===== src/rtl/cpu_pkg.sv =====
// Shared core definitions: default datapath sizes, register address type and
// the architectural zero register, used by decode, register file and writeback.
package cpu_pkg;

    localparam int DATA_W_DEF   = 8;
    localparam int NUM_REGS_DEF = 8;
    localparam int ADDR_W_DEF   = $clog2(NUM_REGS_DEF);

    typedef logic [ADDR_W_DEF-1:0] reg_addr_t;

    // Register index that is hardwired to zero when the option is enabled
    localparam reg_addr_t REG_ZERO = '0;

    // True when an address names a physically present register
    function automatic logic addr_in_range(input int addr, input int num_regs);
        return addr < num_regs;
    endfunction

endpackage


===== src/rtl/regfile_2r1w_sb_if.sv =====
// Register file bus: two read ports with operand-ready, one writeback port,
// one issue port and the pending-write vector seen by the control FSM.
interface regfile_2r1w_sb_if
    import cpu_pkg::*;
#(
    parameter int DATA_W   = DATA_W_DEF,
    parameter int NUM_REGS = NUM_REGS_DEF
);
    localparam int ADDR_W = $clog2(NUM_REGS);

    logic [ADDR_W-1:0]   rd_addr_a;
    logic [DATA_W-1:0]   rd_data_a;
    logic                rd_rdy_a;
    logic [ADDR_W-1:0]   rd_addr_b;
    logic [DATA_W-1:0]   rd_data_b;
    logic                rd_rdy_b;
    logic                wr_en;
    logic [ADDR_W-1:0]   wr_addr;
    logic [DATA_W-1:0]   wr_data;
    logic                iss_en;
    logic [ADDR_W-1:0]   iss_addr;
    logic [NUM_REGS-1:0] busy_vec;

    // Decode/control and writeback side
    modport master (
        output rd_addr_a, rd_addr_b, wr_en, wr_addr, wr_data, iss_en, iss_addr,
        input  rd_data_a, rd_rdy_a, rd_data_b, rd_rdy_b, busy_vec
    );

    // Register file side
    modport slave (
        input  rd_addr_a, rd_addr_b, wr_en, wr_addr, wr_data, iss_en, iss_addr,
        output rd_data_a, rd_rdy_a, rd_data_b, rd_rdy_b, busy_vec
    );

endinterface


===== src/rtl/regfile_rd_port.sv =====
// One combinational read port: selects a register from the flattened array,
// blanks out-of-range and zero-register reads, forwards same-cycle writeback
// data and reports whether the operand is free of a pending write.
module regfile_rd_port
    import cpu_pkg::*;
#(
    parameter int  DATA_W   = DATA_W_DEF,
    parameter int  NUM_REGS = NUM_REGS_DEF,
    parameter int  ZERO_REG = 0,
    parameter int  BYPASS   = 1,
    localparam int ADDR_W   = $clog2(NUM_REGS)
) (
    input  logic [ADDR_W-1:0]          addr,
    input  logic [NUM_REGS*DATA_W-1:0] regs_flat,
    input  logic [NUM_REGS-1:0]        pending,
    input  logic                       wr_en,
    input  logic [ADDR_W-1:0]          wr_addr,
    input  logic [DATA_W-1:0]          wr_data,
    output logic [DATA_W-1:0]          data,
    output logic                       rdy
);

    localparam logic [ADDR_W-1:0] ZERO_ADDR = ADDR_W'(REG_ZERO);

    logic [DATA_W-1:0] sel_data;
    logic              sel_pend;
    logic              in_range;
    logic              zero_hit;
    logic              bypass_hit;

    // Plain array lookup; a loop over present registers keeps every index legal
    always_comb begin
        sel_data = '0;
        sel_pend = 1'b0;
        for (int i = 0; i < NUM_REGS; i++) begin
            if (addr == ADDR_W'(i)) begin
                sel_data = regs_flat[i*DATA_W +: DATA_W];
                sel_pend = pending[i];
            end
        end
    end

    // Classify the address and detect a forwardable writeback to it
    always_comb begin
        in_range   = addr_in_range(32'(addr), NUM_REGS);
        zero_hit   = (ZERO_REG != 0) && (addr == ZERO_ADDR);
        bypass_hit = (BYPASS != 0) && wr_en && (wr_addr == addr) && in_range && !zero_hit;
    end

    // Final data/ready: absent or zero registers read 0 and are always ready
    always_comb begin
        data = '0;
        rdy  = 1'b1;
        if (in_range && !zero_hit) begin
            if (bypass_hit) begin
                data = wr_data;
                rdy  = 1'b1;
            end else begin
                data = sel_data;
                rdy  = ~sel_pend;
            end
        end
    end

endmodule


===== src/rtl/regfile_2r1w_sb.sv =====
// CPU register file with two read ports, one write port and a pending-write
// scoreboard: issue marks a destination busy, writeback clears it, and the
// read ports report operand readiness. The interface parameters must match
// DATA_W and NUM_REGS of this module.
module regfile_2r1w_sb
    import cpu_pkg::*;
#(
    parameter int DATA_W   = DATA_W_DEF,
    parameter int NUM_REGS = NUM_REGS_DEF,
    parameter int ZERO_REG = 0,
    parameter int BYPASS   = 1
) (
    input  logic               clk,
    input  logic               rst_n,
    regfile_2r1w_sb_if.slave   bus
);

    localparam int ADDR_W = $clog2(NUM_REGS);

    logic [DATA_W-1:0]          regs [NUM_REGS];
    logic [NUM_REGS*DATA_W-1:0] regs_flat;
    logic [NUM_REGS-1:0]        pending;
    logic [NUM_REGS-1:0]        pending_next;
    logic                       wr_ok;
    logic                       iss_ok;

    // A destination is real only if present and not the hardwired zero register
    function automatic logic valid_dest(input logic [ADDR_W-1:0] a);
        return addr_in_range(32'(a), NUM_REGS) &&
               !((ZERO_REG != 0) && (a == ADDR_W'(REG_ZERO)));
    endfunction

    // Qualify the write and issue strobes against their target addresses
    always_comb begin
        wr_ok  = bus.wr_en  && valid_dest(bus.wr_addr);
        iss_ok = bus.iss_en && valid_dest(bus.iss_addr);
    end

    // Register array: writeback lands at the edge, reset clears every register
    always_ff @(posedge clk or negedge rst_n) begin
        if (!rst_n) begin
            for (int i = 0; i < NUM_REGS; i++) begin
                regs[i] <= '0;
            end
        end else begin
            for (int i = 0; i < NUM_REGS; i++) begin
                if (wr_ok && (bus.wr_addr == ADDR_W'(i))) begin
                    regs[i] <= bus.wr_data;
                end
            end
        end
    end

    // Scoreboard update: writeback clears, issue sets, and a new issue to the
    // same register wins because it names a newer producer
    always_comb begin
        pending_next = pending;
        for (int i = 0; i < NUM_REGS; i++) begin
            if (wr_ok && (bus.wr_addr == ADDR_W'(i))) begin
                pending_next[i] = 1'b0;
            end
            if (iss_ok && (bus.iss_addr == ADDR_W'(i))) begin
                pending_next[i] = 1'b1;
            end
        end
    end

    // Scoreboard register
    always_ff @(posedge clk or negedge rst_n) begin
        if (!rst_n) begin
            pending <= '0;
        end else begin
            pending <= pending_next;
        end
    end

    // Flatten the array so both read ports can share it through one port
    always_comb begin
        regs_flat = '0;
        for (int i = 0; i < NUM_REGS; i++) begin
            regs_flat[i*DATA_W +: DATA_W] = regs[i];
        end
    end

    assign bus.busy_vec = pending;

    regfile_rd_port #(
        .DATA_W   (DATA_W),
        .NUM_REGS (NUM_REGS),
        .ZERO_REG (ZERO_REG),
        .BYPASS   (BYPASS)
    ) u_port_a (
        .addr      (bus.rd_addr_a),
        .regs_flat (regs_flat),
        .pending   (pending),
        .wr_en     (bus.wr_en),
        .wr_addr   (bus.wr_addr),
        .wr_data   (bus.wr_data),
        .data      (bus.rd_data_a),
        .rdy       (bus.rd_rdy_a)
    );

    regfile_rd_port #(
        .DATA_W   (DATA_W),
        .NUM_REGS (NUM_REGS),
        .ZERO_REG (ZERO_REG),
        .BYPASS   (BYPASS)
    ) u_port_b (
        .addr      (bus.rd_addr_b),
        .regs_flat (regs_flat),
        .pending   (pending),
        .wr_en     (bus.wr_en),
        .wr_addr   (bus.wr_addr),
        .wr_data   (bus.wr_data),
        .data      (bus.rd_data_b),
        .rdy       (bus.rd_rdy_b)
    );

endmodule


===== src/flat_wrapper.sv =====
// flat-port wrapper written by rule: the top's interface ports become plain ports
module regfile_2r1w_sb_flat import cpu_pkg::*;
#(
    parameter int DATA_W   = DATA_W_DEF,
    parameter int NUM_REGS = NUM_REGS_DEF,
    parameter int ZERO_REG = 0,
    parameter int BYPASS   = 1
)
  (clk, rst_n, bus_rd_addr_a, bus_rd_addr_b, bus_wr_en, bus_wr_addr, bus_wr_data, bus_iss_en, bus_iss_addr, bus_rd_data_a, bus_rd_rdy_a, bus_rd_data_b, bus_rd_rdy_b, bus_busy_vec);
  regfile_2r1w_sb_if #(.DATA_W(DATA_W), .NUM_REGS(NUM_REGS)) bus_i ();
  input  logic clk;
  input  logic rst_n;
  input wire logic [$bits(bus_i.rd_addr_a)-1:0] bus_rd_addr_a;
  input wire logic [$bits(bus_i.rd_addr_b)-1:0] bus_rd_addr_b;
  input wire logic [$bits(bus_i.wr_en)-1:0] bus_wr_en;
  input wire logic [$bits(bus_i.wr_addr)-1:0] bus_wr_addr;
  input wire logic [$bits(bus_i.wr_data)-1:0] bus_wr_data;
  input wire logic [$bits(bus_i.iss_en)-1:0] bus_iss_en;
  input wire logic [$bits(bus_i.iss_addr)-1:0] bus_iss_addr;
  output wire logic [$bits(bus_i.rd_data_a)-1:0] bus_rd_data_a;
  output wire logic [$bits(bus_i.rd_rdy_a)-1:0] bus_rd_rdy_a;
  output wire logic [$bits(bus_i.rd_data_b)-1:0] bus_rd_data_b;
  output wire logic [$bits(bus_i.rd_rdy_b)-1:0] bus_rd_rdy_b;
  output wire logic [$bits(bus_i.busy_vec)-1:0] bus_busy_vec;
  assign bus_i.rd_addr_a = bus_rd_addr_a;
  assign bus_i.rd_addr_b = bus_rd_addr_b;
  assign bus_i.wr_en = bus_wr_en;
  assign bus_i.wr_addr = bus_wr_addr;
  assign bus_i.wr_data = bus_wr_data;
  assign bus_i.iss_en = bus_iss_en;
  assign bus_i.iss_addr = bus_iss_addr;
  assign bus_rd_data_a = bus_i.rd_data_a;
  assign bus_rd_rdy_a = bus_i.rd_rdy_a;
  assign bus_rd_data_b = bus_i.rd_data_b;
  assign bus_rd_rdy_b = bus_i.rd_rdy_b;
  assign bus_busy_vec = bus_i.busy_vec;
  regfile_2r1w_sb #(.DATA_W(DATA_W), .NUM_REGS(NUM_REGS), .ZERO_REG(ZERO_REG), .BYPASS(BYPASS)) u_core (.clk(clk), .rst_n(rst_n), .bus(bus_i));
endmodule

===== config.mk =====
export PLATFORM = sky130hd
export DESIGN_NAME = regfile_2r1w_sb_flat
export DESIGN_NICKNAME = d
export VERILOG_FILES = /design/src/rtl/cpu_pkg.sv /design/src/rtl/regfile_2r1w_sb_if.sv /design/src/rtl/regfile_rd_port.sv /design/src/rtl/regfile_2r1w_sb.sv /design/src/flat_wrapper.sv
export SDC_FILE = /design/constraint.sdc
export NUM_CORES = 1
export LEC_CHECK = 0
export BUFFER_PORTS_ARGS = -buffer_cell sky130_fd_sc_hd__buf_2
export CORE_ASPECT_RATIO = 0.8
export CORE_MARGIN = 4
export CORE_UTILIZATION = 59
export CTS_BUF_LIST = sky130_fd_sc_hd__clkbuf_16
export DETAILED_ROUTE_END_ITERATION = 7
export HOLD_SLACK_MARGIN = 0.03
export PLACE_DENSITY_LB_ADDON = 0.3
export SLEW_MARGIN = 30
export SYNTH_ARGS = -nofsm -noshare
export SYNTH_HDL_FRONTEND = slang
export SYNTH_SLANG_ARGS = --single-unit

===== constraint.sdc =====
create_clock -name clk -period 2 [get_ports clk]
set_input_delay 0.4 -clock clk [delete_from_list [all_inputs] [get_ports clk]]
set_output_delay 0.4 -clock clk [all_outputs]
set_load 0.03 [all_outputs]

==> results by group <==
Synthesis
  – Largest cells by area after synthesis: dfrtp_1 40%, mux2_2 18%, mux2i_1 3.8%, nand2_1 3.6%, nor3_2 2.0%
  – Yosys warning count: 0
  – Largest area contributor in the netlist: dfrtp_1
  – Top-count cell post-synth: mux2_2
  – Synth Instances: between 400 and 500
  – Post-synthesis sequential area ratio: around two fifths
  – Prevailing post-synth register cell: dfrtp_1
  – Mux cell area share after synthesis: about a quarter
  – Post-synth cell types: 45
  – Share of the synthesized area in the top cell type: approximately two fifths
  – Post-synth EDFFs: 0
  – Top post-synthesis cells by count: 73 x mux2_2, 72 x dfrtp_1, 43 x nand2_1
  – Simple-gate portion of the synthesized area: about 14%
  – Post-Syn Area per Cell: between 10 and 15 um^2
  – Register bit total from synthesis: ~70
  – Synthesized area: 0.00450 mm^2
  – Largest family of logic cells by synthesized area: multiplexers
  – Synth Area in Compound Gates: between 15 and 20%
  – Ys async rst share: between 90% and 100%
  – Synth Net Count: around 450
  – Synth Area in XOR/XNOR: approximately 1.2%
  – Adder-cell share of the synthesized area: 0%

Clocking
  – H-tree levels: 3
  – Clock-pin transition on the worst setup and hold timing paths: about 0.060 ns
  – Hold-fix buffer count after cts: 0
  – Clock Path Buffers: 2
  – Clock root buffer master: clkbuf_16
  – Skew-Pair Late Insertion Delay: around 0.34 ns
  – CTS tree: built
  – CTS sink cnt: between 70 and 80
  – Num CTS Buffers: 9

Layout
  – P&R area growth vs syn: 52.6%
  – N_diodes: 0
  – Utilization after layout: 92.8%
  – Fillers: between 200 and 250
  – Final nets: around 560
  – Multi-input gate area: around 0.0032 mm^2
  – Share of cells above drive strength 1: approximately 62%
  – Storage cell area: around 0.0018 mm^2
  – Non-Filler Instances: 650
  – Design area: just under 0.007 mm^2

Global route
  – GR Overflow Total: 0
  – Global Route Usage Sum: about 41%
  – Largest net degree at the start of global routing: 27
  – Antenna violations before repair: 1
  – Vias in the first global route: between 4k and 5k
  – First-pass GRT wire length: about 28000 um

Setup path
  – Setup CP Type: register to output port
  – R2R cell count: 1
  – Worst Path Arrival: about 1.9 ns
  – Reg-to-reg slack, setup: between 0.9 and 1 ns
  – CP max stage cell: dfrtp_1
  – Crit-path max cell delay: roughly 0.4 ns
  – Start of the worst register-to-register path: u_core.regs[46]$_DFFE_PN0P_
  – Crit path capture type: output port
  – WP data required: around 1.6 ns
  – CP Buf/Inv Count: 1
  – Startpoint Class: register
  – Crit path cell chain: nand2b_1 > a21oi_1 > nor3_2 > o21bai_1 > a31oi_4 > buf_6
  – Crit path max-delay family: compound AO/OA/AOI/OAI gates
  – Reg2reg end: u_core.regs[46]$_DFFE_PN0P_
  – Worst-path fanout max: 3

Floorplan
  – Die H: roughly 86 um
  – Initial core utilization: between 60% and 70%
  – IO Pins: 50
  – Die area: between 0.009 and 0.01 mm^2
  – Core Area: 0.00739 mm^2
  – Std cell rows: 28
  – Die Span X: around 110 um

Placed design
  – Cells after DPL: a little over 600
  – HPWL Detailed: 9190 um
  – DP Worst Slack: -0.249 ns
  – Number of port buffers: 49
  – Gpl congestion: 0.916
  – Post-DP Area: 0.00544 mm^2

Drt
  – WL met1: approximately 6800 um
  – Post-DR vias/cell: 7.56
  – Starting DRT DRC Count: between 600 and 700
  – DR vias: 4911
  – Detail Route Antenna Nets: 0
  – Wirelength, routed: between 20000 and 25000 um
  – Highest routed layer: met5
  – DRT Pass-1 Iters: 8
  – DR WL met3: roughly 2600 um
  – Routed WL per cell: approximately 32 um
  – Met2 wire len: ~9400 um
  – DR DRC count: 0

STA
  – Worst slew margin: between 50% and 60%
  – Fmax: about 0.43 GHz
  – Fin crit share: 115%
  – RSZ-0062 raised after global routing: yes
  – Min cycle time layout: ~2.3 ns
  – Pins Over Slew Limit: 0
  – Worst slew pin tran: ~0.67 ns
  – Final-report hold violation count: 0
  – Final setup fails: 18
  – Clock skew: 0 ns
  – Worst Setup Slack, final: -0.306 ns

Flow run
  – Max Cap Viol: 0

Power and ir drop
  – Leak Pwr: around 3.0 nW
  – Power Density: around 910 mW/mm^2
  – Maximum vdd drop: 708 uV

Status
  – Failing checks: negative setup slack
  – Status: finished with violations

Hold path
  – Hold Crit Class: primary input to async pin
==> flip-flops by register name, indices dropped and copies added (netlist names) <==
register             count
u_core.bus.busy_vec      8
u_core.regs             64
==> through the flow <==
step	hold WS (ns)	setup TNS (ns)	power, W
3_5_place_dp	0.462	-3.29	0.00365
2_1_floorplan	0.104	-0.561	0.00314
4_1_cts	0.113	-0.503	0.00573
6_report	0.0920	-3.00	0.00621
3_3_place_gp	0.444	-2.92	0.00357
5_1_grt	0.130	-3.40	0.00634
==> cell families after synthesis <==
kind of cell / after synthesis
AO/OA/AOI/OAI: 107
XOR/XNOR: 6
buffers and inverters: 40
flip-flops: 72
multiplexers: 93
AND/OR/NAND/NOR: 105
==> per-layer routing <==
metal / up-vias / GRT usage [%]
met5: - / 0
met4: 2 / 24.7
met3: 235 / 7.90
met2: 577 / 68.1
met1: 2287 / 49.3
li1: 1810 / -
==> cell type report <==
type	count	share of cell area, %
Timing Repair Buffer	142	20.7
Multi-Input combinational cell	311	46.4
Clock buffer	9	3.28
Clock inverter	7	1.26
Inverter	4	0.219
Sequential cell	72	26.3
Tap cell	105	1.92
==> report_power, final <==
part | internal [W] | switching (W)
clock | 0.00108 | 0.000664
combinational | 0.00109 | 0.00120
sequential | 0.00178 | 0.000400
total | 0.00395 | 0.00227
==> worst max path at each step <==
stage                        to  slack [ns]  cells after the start                          startpoint
2_1_floorplan  bus_rd_data_a[3]       -0.06                      7                      bus_wr_addr[1]
3_3_place_gp   bus_rd_data_a[6]       -0.22                      7                    bus_rd_addr_a[1]
3_5_place_dp   bus_rd_data_a[6]       -0.25                      6                    bus_rd_addr_a[0]
4_1_cts            bus_rd_rdy_b       -0.08                      4  u_core.bus.busy_vec[2]$_DFFE_PN0P_
5_1_grt        bus_rd_data_b[7]       -0.35                      6         u_core.regs[23]$_DFFE_PN0P_
6_report       bus_rd_data_b[7]       -0.31                      6         u_core.regs[23]$_DFFE_PN0P_
==> cells in the final DEF, fill, tap and decap left out, drive strengths merged, types with 3 or more instances in the layout <==
cell	count
buf	141
mux2	73
dfrtp	72
nand2	43
o21ai	22
nor2	19
mux2i	17
a21oi	16
nand2b	12
nor3	11
clkbuf	10
nor3b	10
o21a	8
o221ai	8
o31ai	8
o21bai	8
a31oi	8
a21o	7
a32oi	7
a221oi	7
clkinv	5
inv	4
xnor2	4
mux4	3
nand4b	3
nor2b	3
==> what timing repair did <==
action,in CTS,in global routing
resized for setup,150,34
gates cloned,4,0
endpoints found under the hold margin,0,0
pin swaps,41,31
endpoints found under the setup margin,18,18
buffers inserted,17,7
Power figures use the tool's default switching activity.
